==> config.mk <==
export PLATFORM = sky130hd
export DESIGN_NAME = sigmoid_inverse_flat
export DESIGN_NICKNAME = d
export VERILOG_FILES = /design/src/rtl/sigmoid_inverse_if.sv /design/src/rtl/sigmoid_inverse.sv /design/src/flat_wrapper.sv
export SDC_FILE = /design/constraint.sdc
export NUM_CORES = 1
export LEC_CHECK = 0
export ABC_AREA = 0
export BUFFER_PORTS_ARGS = -buffer_cell sky130_fd_sc_hd__buf_2
export CAP_MARGIN = 0
export CORE_ASPECT_RATIO = 0.6
export CORE_UTILIZATION = 29
export CTS_CLUSTER_DIAMETER = 30
export DETAILED_ROUTE_END_ITERATION = 10
export PLACE_DENSITY_LB_ADDON = 0.3
export REMOVE_ABC_BUFFERS = 1
export SETUP_SLACK_MARGIN = 0.3
export SLEW_MARGIN = 20
export SYNTH_ARGS = -nofsm -noshare
export SYNTH_HDL_FRONTEND = slang
export SYNTH_SLANG_ARGS = --single-unit
export TNS_END_PERCENT = 1
==> constraint.sdc <==
create_clock -name clk -period 9.2 [get_ports clk]
set_input_delay 1.38 -clock clk [delete_from_list [all_inputs] [get_ports clk]]
set_output_delay 1.38 -clock clk [all_outputs]
set_load 0.005 [all_outputs]
==> src/rtl/sigmoid_inverse_if.sv <==
// Request/result bus for sigmoid_inverse: y in, x (and optional saturation flag) out.
// out_sat exists only when SIGMOID_INVERSE_SAT_EN is defined.
interface sigmoid_inverse_if;
  logic              in_valid;
  logic              in_ready;
  logic [15:0]       in_y;
  logic              out_valid;
  logic              out_ready;
  logic signed [7:0] out_x;
`ifdef SIGMOID_INVERSE_SAT_EN
  logic              out_sat;

  modport master (output in_valid, in_y, out_ready,
                  input  in_ready, out_valid, out_x, out_sat);
  modport slave  (input  in_valid, in_y, out_ready,
                  output in_ready, out_valid, out_x, out_sat);
`else
  modport master (output in_valid, in_y, out_ready,
                  input  in_ready, out_valid, out_x);
  modport slave  (input  in_valid, in_y, out_ready,
                  output in_ready, out_valid, out_x);
`endif
endinterface

==> src/rtl/sigmoid_inverse.sv <==
// Bisection inverse of the piecewise-quadratic sigmoid: smallest signed 8-bit x with f(x) >= y.
// Optional feature macro: SIGMOID_INVERSE_SAT_EN (adds out_sat flag for y > 1.0).
module sigmoid_inverse #(
  parameter int ITERS = 8
) (
  input  logic             clk,
  input  logic             rst,
  sigmoid_inverse_if.slave bus
);

  typedef enum logic [1:0] {IDLE, SEARCH, DONE} state_t;

  state_t            state_q, state_d;
  logic [15:0]       y_q, y_d;
  logic signed [8:0] lo_q, lo_d;
  logic signed [8:0] hi_q, hi_d;
  logic [3:0]        cnt_q, cnt_d;
  logic signed [7:0] out_x_q, out_x_d;
  logic              out_valid_q, out_valid_d;
  logic signed [8:0] sum;
  logic signed [8:0] mid;
`ifdef SIGMOID_INVERSE_SAT_EN
  logic              sat_q, sat_d;
`endif

  // Forward model; |x| is taken at 9 bits so that -(-128) = 128 stays positive.
  function automatic logic [15:0] fwd(input logic signed [8:0] x);
    logic [8:0]  mag;
    logic [6:0]  a;
    logic [4:0]  z;
    logic [4:0]  d;
    logic [9:0]  sq;
    logic [15:0] sh;
    mag = x[8] ? 9'(-x) : 9'(x);
    a   = (mag > 9'd64) ? 7'd64 : mag[6:0];
    z   = a[6:2];
    d   = 5'd16 - z;
    sq  = 10'(d) * 10'(d);
    sh  = 16'(sq >> 1);
    return x[8] ? sh : (16'd256 - sh);
  endfunction

  always_comb begin
    state_d     = state_q;
    y_d         = y_q;
    lo_d        = lo_q;
    hi_d        = hi_q;
    cnt_d       = cnt_q;
    out_x_d     = out_x_q;
    out_valid_d = out_valid_q;
`ifdef SIGMOID_INVERSE_SAT_EN
    sat_d       = sat_q;
`endif
    sum = lo_q + hi_q;
    mid = sum >>> 1;
    case (state_q)
      IDLE: begin
        if (bus.in_valid) begin
          y_d     = bus.in_y;
          lo_d    = -9'sd128;
          hi_d    = 9'sd127;
          cnt_d   = 4'd0;
          state_d = SEARCH;
        end
      end
      SEARCH: begin
        // Once the bracket has collapsed the remaining steps are no-ops.
        if (lo_q != hi_q) begin
          if (fwd(mid) >= y_q) hi_d = mid;
          else                 lo_d = mid + 9'sd1;
        end
        cnt_d = cnt_q + 4'd1;
        if (cnt_q == 4'(ITERS - 1)) begin
          out_x_d     = hi_d[7:0];
          out_valid_d = 1'b1;
`ifdef SIGMOID_INVERSE_SAT_EN
          sat_d       = (y_q > 16'd256);
`endif
          state_d     = DONE;
        end
      end
      DONE: begin
        if (bus.out_ready) begin
          out_valid_d = 1'b0;
          state_d     = IDLE;
        end
      end
      default: state_d = IDLE;
    endcase
  end

  always_ff @(posedge clk) begin
    if (rst) begin
      state_q     <= IDLE;
      y_q         <= 16'd0;
      lo_q        <= 9'sd0;
      hi_q        <= 9'sd0;
      cnt_q       <= 4'd0;
      out_x_q     <= 8'sd0;
      out_valid_q <= 1'b0;
`ifdef SIGMOID_INVERSE_SAT_EN
      sat_q       <= 1'b0;
`endif
    end else begin
      state_q     <= state_d;
      y_q         <= y_d;
      lo_q        <= lo_d;
      hi_q        <= hi_d;
      cnt_q       <= cnt_d;
      out_x_q     <= out_x_d;
      out_valid_q <= out_valid_d;
`ifdef SIGMOID_INVERSE_SAT_EN
      sat_q       <= sat_d;
`endif
    end
  end

  assign bus.in_ready  = (state_q == IDLE);
  assign bus.out_valid = out_valid_q;
  assign bus.out_x     = out_x_q;
`ifdef SIGMOID_INVERSE_SAT_EN
  assign bus.out_sat   = sat_q;
`endif

endmodule

==> src/flat_wrapper.sv <==
// flat-port wrapper written by rule: the top's interface ports become plain ports
module sigmoid_inverse_flat 
#(
  parameter int ITERS = 8
)
  (clk, rst, bus_in_valid, bus_in_y, bus_out_ready, bus_in_ready, bus_out_valid, bus_out_x);
  sigmoid_inverse_if bus_i ();
  input  logic clk;
  input  logic rst;
  input wire logic [$bits(bus_i.in_valid)-1:0] bus_in_valid;
  input wire logic [$bits(bus_i.in_y)-1:0] bus_in_y;
  input wire logic [$bits(bus_i.out_ready)-1:0] bus_out_ready;
  output wire logic [$bits(bus_i.in_ready)-1:0] bus_in_ready;
  output wire logic [$bits(bus_i.out_valid)-1:0] bus_out_valid;
  output wire logic [$bits(bus_i.out_x)-1:0] bus_out_x;
  assign bus_i.in_valid = bus_in_valid;
  assign bus_i.in_y = bus_in_y;
  assign bus_i.out_ready = bus_out_ready;
  assign bus_in_ready = bus_i.in_ready;
  assign bus_out_valid = bus_i.out_valid;
  assign bus_out_x = bus_i.out_x;
  sigmoid_inverse #(.ITERS(ITERS)) u_core (.clk(clk), .rst(rst), .bus(bus_i));
endmodule
==> flow_summary.ini, run 1 <==
[run_status]
outcome = completed

[worst_setup_path]
endpoint_kind = flip-flop
critical_path_class = reg -> reg
max_stage_delay_ns = 0.54
path_depth = 36
crit_arrival_ns = 8.70
worstPathRequired_ns = 9.37
crit_path_frequent_cell = ha_1
worstPathMaxFanout = 12
crit_slowest_cell = fa_1
path_delay_family = adder cells
r2r_start = u_core.hi_q[0]
worstReg2RegEnd = u_core.hi_q[3]
crit_path_start_kind = flip-flop
path_buf_inv = 5
reg2reg_slack_ns = 0.67
rr_worst_depth = 36

[final_layout]
fill_cells = 1459
register_area_um2 = 981
area_delta_synth_final_pct = 18.0
nets = 616
drive_above_1_share_pct = 19.7
design_area_mm2 = 0.00485
stdcell_count = 746
mostFrequentLayoutCells = 62 x nand2_1, 49 x dfxtp_1, 40 x a21oi_1
layout_commonest_cell = nand2_1
n_antenna_cell = 0
multi_input_area_mm2 = 0.00301

[flow_run]
maxCapViolCount = 0

[clock_network]
clk_latency_ns = 0.29
clk_path_buf_depth = 2
cts_buffers = 5
cts_hold_buf = 0
cts_tree = done
clock-sinks = 49
h-tree-depth = 2
cts.clk_slew.worst_paths_ns = 0.07
cts-root-buf = clkbuf_16

[synth]
yosysUniqueCellTypes = 70
syn_area_mm2 = 0.00411
async_flop_share_pct = 0
yosysWarnings = 0
synth_seq_cells = 49
ys_seq_area_share_pct = 23.9
ys.flop_type = dfxtp_1
syn_inst = 522
synth.avg_cell_area_um2 = 7.87
synth_edf_count = 0

[detailed_routing]
wl_met3_um = 687
final_antenna_net_count = 0
route.met2.wl_um = 4640
wl_per_cell_um = 15.3
vias_per_cell = 5.16
drt-met1-wl_um = 6050
num_vias = 3849
dr.pass1.iters = 4
drc = 0
routed_wl_um = 11400
drt_iter0_drc = 299
top_layer_used = met4

[placed_design]
numPlacedInstances = 728
hpwl_um = 8670
gp_congestion = 0.833
place_area_mm2 = 0.00447
portBuffers = 29

[grt]
antenna_found_initial = 0
globalRouteTotalUtil_pct = 15.8
grt_max_degree = 38
grt_overflow = 0
first_global_vias = 3526
grt_pass1_wl_um = 18400

[min_path]
holdCritStartpoint = u_core.y_q[14]
min_path_cells = 2
min_to = u_core.y_q[14]
hold_path_class = reg -> reg

[timing]
finClkSkew_ns = 0.00616
finalCriticalPeriod_ns = 8.53
hold_viol = 0
setup_viol = 0
fin_tns_setup_ns = 0
post-route-period-util_pct = 92.7
relSlewSlack_pct = 28.7
fmax_ghz = 0.117
drv_slew = 0
rsz0062_at_grt = no
tightest_slew_ns = 1.07

[die]
core-area_mm2 = 0.0137
start_util_pct = 29.9
fp.dieW_um = 156
fp.dieH_um = 94.2
fp.dieArea_mm2 = 0.0147
io_pins = 30
core.rowCount = 33
-- timing repair --
action,4_1_cts,5_1_grt
endpoints found under the setup margin,21,26
pin swaps,0,8
buffers inserted,0,10
resized for setup,2,25
-- metal layers --
| metal | GRT usage (%) | vias up |
|---|---|---|
| met1 | 24.3 | 1816 |
| met4 | 1.47 | 0 |
| met5 | 0 | - |
| met2 | 22.6 | 95 |
| li1 | - | 1931 |
| met3 | 3.46 | 7 |
-- area by class of cell --
class | instances | share of cell area, %
multi-input cells | 412 | 62.1
flip-flops and latches | 49 | 20.2
repair buffers | 52 | 6.56
well taps | 192 | 4.96
clock buffers | 7 | 2.94
inverters | 33 | 2.56
clock inverters | 1 | 0.620
-- worst max path at each step --
stage / start / endpoint / slack, ns
detailed placement: u_core.hi_q[0] / u_core.lo_q[5] / 0.28
finish: u_core.hi_q[0] / u_core.hi_q[3] / 0.67
global route: u_core.hi_q[0] / u_core.hi_q[4] / 0.23
global placement: u_core.hi_q[0] / u_core.bus.out_x[6] / 0.53
CTS: u_core.hi_q[0] / u_core.hi_q[6] / 0.30
floorplan: u_core.hi_q[0] / u_core.lo_q[0] / 0.44
-- synth_stat cells (3+ instances only) --
library cell | count | share of area, %
o21a_1 | 6 | 1.1
nor4_1 | 4 | 0.61
o21ai_1 | 3 | 0.37
nor2_1 | 30 | 2.7
xor2_1 | 9 | 1.9
o211ai_1 | 3 | 0.55
a211oi_1 | 12 | 2.2
a21oi_1 | 44 | 5.4
xnor2_1 | 19 | 4.1
nor2b_1 | 6 | 0.91
nand2_1 | 62 | 5.7
dfxtp_1 | 49 | 24
a311oi_1 | 7 | 1.5
mux2i_1 | 7 | 1.7
a21o_1 | 7 | 1.3
nor3b_1 | 3 | 0.55
clkbuf_1 | 20 | 1.8
o311ai_0 | 4 | 0.85
o31ai_1 | 4 | 0.73
o21ai_0 | 23 | 2.8
nor3_1 | 12 | 1.5
a31oi_1 | 6 | 0.91
buf_2 | 5 | 0.61
nand3_1 | 27 | 3.3
or3_1 | 5 | 0.76
nand2b_1 | 7 | 1.1
nand3b_1 | 6 | 1.1
fa_1 | 3 | 1.5
ha_1 | 40 | 12
and2_1 | 5 | 0.76
inv_1 | 32 | 2.9
nand4_1 | 5 | 0.76
-- registers in the layout, indices dropped and copies added, names as in the netlist --
signal,cells
u_core.bus.out_x,8
u_core.bus.out_valid,1
u_core.cnt_q,4
u_core.lo_q,9
u_core.hi_q,9
u_core.state_q,2
u_core.y_q,16
-- worst min-delay path, stage by stage, from the launching register on --
cell     delay, ns
dfxtp_1       0.31
nand2_1       0.05
a21oi_1       0.05
-- cell families (layout without fill, tap and decap cells) --
kind of cell | after synthesis | after routing | synth area share [%]
simple gates | 188 | 188 | 23.2
compound gates | 141 | 141 | 23.8
xor+xnor | 32 | 32 | 7.55
mux | 8 | 8 | 1.98
flops | 49 | 49 | 23.9
fa+ha+maj | 43 | 43 | 13.6
buf+inv | 61 | 93 | 6.00
-- through the flow --
stage | util, % | worst slack (ns) | hold WS, ns
after floorplan | - | 0.442 | 0.430
after CTS | 33.8 | 0.302 | 0.464
final | 35.2 | 0.669 | 0.460
after global placement | 32.5 | 0.527 | 0.445
after global routing | 35.2 | 0.226 | 0.475
after detailed placement | 32.5 | 0.282 | 0.448
Power of run 1 is not shown: default switching activity piles up to over one toggle a cycle in this logic, so the estimate is an artifact.
==> run 2, diff against run 1 <==
--- a/config.mk
+++ b/config.mk
@@ -12,6 +12,7 @@
 export CORE_UTILIZATION = 29
 export CTS_CLUSTER_DIAMETER = 30
 export DETAILED_ROUTE_END_ITERATION = 10
+export MAX_ROUTING_LAYER = met4
 export PLACE_DENSITY_LB_ADDON = 0.3
 export REMOVE_ABC_BUFFERS = 1
 export SETUP_SLACK_MARGIN = 0.3
==> run 2 against run 1 <==
Net effect:
- setup slack lost 0.044 ns
- utilization stayed put
- non-clock buffer count unchanged
- critical path depth did not move
- die area stayed put
- via count is 0.21% higher
- hold slack about the same
==> flow_summary.ini, run 2 (synthesized netlist as in run 1, its figures left out) <==
[timing]
tightest_slew_ns = 1.05
post-route-period-util_pct = 93.2
holdWs_ns = 0.459
fmax_ghz = 0.117
setup_viol = 0
hold_viol = 0
fin_tns_setup_ns = 0
setup_ws_ns = 0.625
rsz0062_at_grt = no
drv_slew = 0
finalCriticalPeriod_ns = 8.58
relSlewSlack_pct = 30.2
finClkSkew_ns = 0.00622

[placed_design]
place_ws_ns = 0.282
gp_congestion = 0.846
hpwl_um = 8670
portBuffers = 29

[flow_run]
maxCapViolCount = 0

[clock_network]
cts_buffers = 5
h-tree-depth = 2
clk_path_buf_depth = 2
clk_latency_ns = 0.29
cts-root-buf = clkbuf_16
cts_tree = done
cts_hold_buf = 0
cts.clk_slew.worst_paths_ns = 0.07
clock-sinks = 49

[worst_setup_path]
critical_path_class = reg -> reg
crit_path_frequent_cell = ha_1
worstPathMaxFanout = 12
crit_slowest_cell = fa_1
crit_path_start_kind = flip-flop
crit_arrival_ns = 8.74
max_stage_delay_ns = 0.54
path_delay_family = adder cells
path_buf_inv = 5
endpoint_kind = flip-flop
worstPathRequired_ns = 9.37

[final_layout]
nets = 616
top_register = u_core.y_q
mostFrequentLayoutCells = 62 x nand2_1, 49 x dfxtp_1, 40 x a21oi_1
multi_input_area_mm2 = 0.00301
area_delta_synth_final_pct = 18.0
largest_reg_flops = 16
n_antenna_cell = 0
drive_above_1_share_pct = 19.7
fill_cells = 1459
top_regs = u_core.y_q (16), u_core.hi_q (9), u_core.lo_q (9)
register_area_um2 = 981
layout_commonest_cell = nand2_1

[grt]
first_global_vias = 3522
grt_max_degree = 38
grt_pass1_wl_um = 18400
globalRouteTotalUtil_pct = 16.3
antenna_found_initial = 0
grt_overflow = 0

[die]
fp.dieArea_mm2 = 0.0147
io_pins = 30
fp.dieW_um = 156
fp.dieH_um = 94.2
core-area_mm2 = 0.0137
core.rowCount = 33
start_util_pct = 29.9

[run_status]
outcome = completed

[detailed_routing]
num_vias = 3857
drt_iter0_drc = 263
drc = 0
dr.pass1.iters = 4
routed_wl_um = 11500
final_antenna_net_count = 0
vias_per_cell = 5.17
wl_per_cell_um = 15.4

[min_path]
hold_path_class = reg -> reg
[run 2: cell counts in the layout (fill, tap and decap cells not counted)]
No cell type changed its count.
[run 2: final cells by class]
class / count / area share, %
timing repair buffer: 52 / 6.56
multi-input combinational: 412 / 62.1
tap: 192 / 4.96
inverter: 33 / 2.56
clock buffer: 7 / 2.94
clock inverter: 1 / 0.620
sequential: 49 / 20.2
[run 2: through the flow]
stage	instance area (µm²)	instances	utilization [%]
after floorplan	3990	494	-
after global placement	4470	728	32.5
after detailed placement	4470	728	32.5
after CTS	4650	736	33.8
after global routing	4850	746	35.2
final	4850	746	35.2
[run 2: worst reg2reg max path, delay by kind of cell, from the launching register on]
kind / cells / cell delay, ns
xor+xnor: 3 / 0.63
simple gates: 6 / 1.44
flops: 1 / 0.33
fa+ha+maj: 8 / 2.83
compound gates: 14 / 2.79
buf+inv: 5 / 0.44
[run 2: path summary, 6_finish.rpt]
kind	end	from	depth (start not counted)	slack, ns
worst max-delay path	u_core.hi_q[3]	u_core.hi_q[0]	36	0.62
worst min-delay path	u_core.y_q[14]	u_core.y_q[14]	2	0.46
worst max register to register	u_core.hi_q[3]	u_core.hi_q[0]	36	0.62
worst min register to register	u_core.y_q[14]	u_core.y_q[14]	2	0.46
[run 2: per-layer routing]
layer | track usage, % | vias to the layer above | share of wire [%]
met5 | - | - | 0
met4 | 1.47 | 0 | 0.49
met3 | 3.41 | 9 | 6.2
met2 | 22.6 | 97 | 40
met1 | 24.4 | 1828 | 53
li1 | - | 1923 | -
[run 2: what timing repair did]
item	in CTS	in global routing
endpoints found under the hold margin	0	0
setup endpoints to repair	21	26
buffers inserted	0	10
pin swaps	0	8
resized for setup	2	25
Power of run 2 is left out for the same reason.
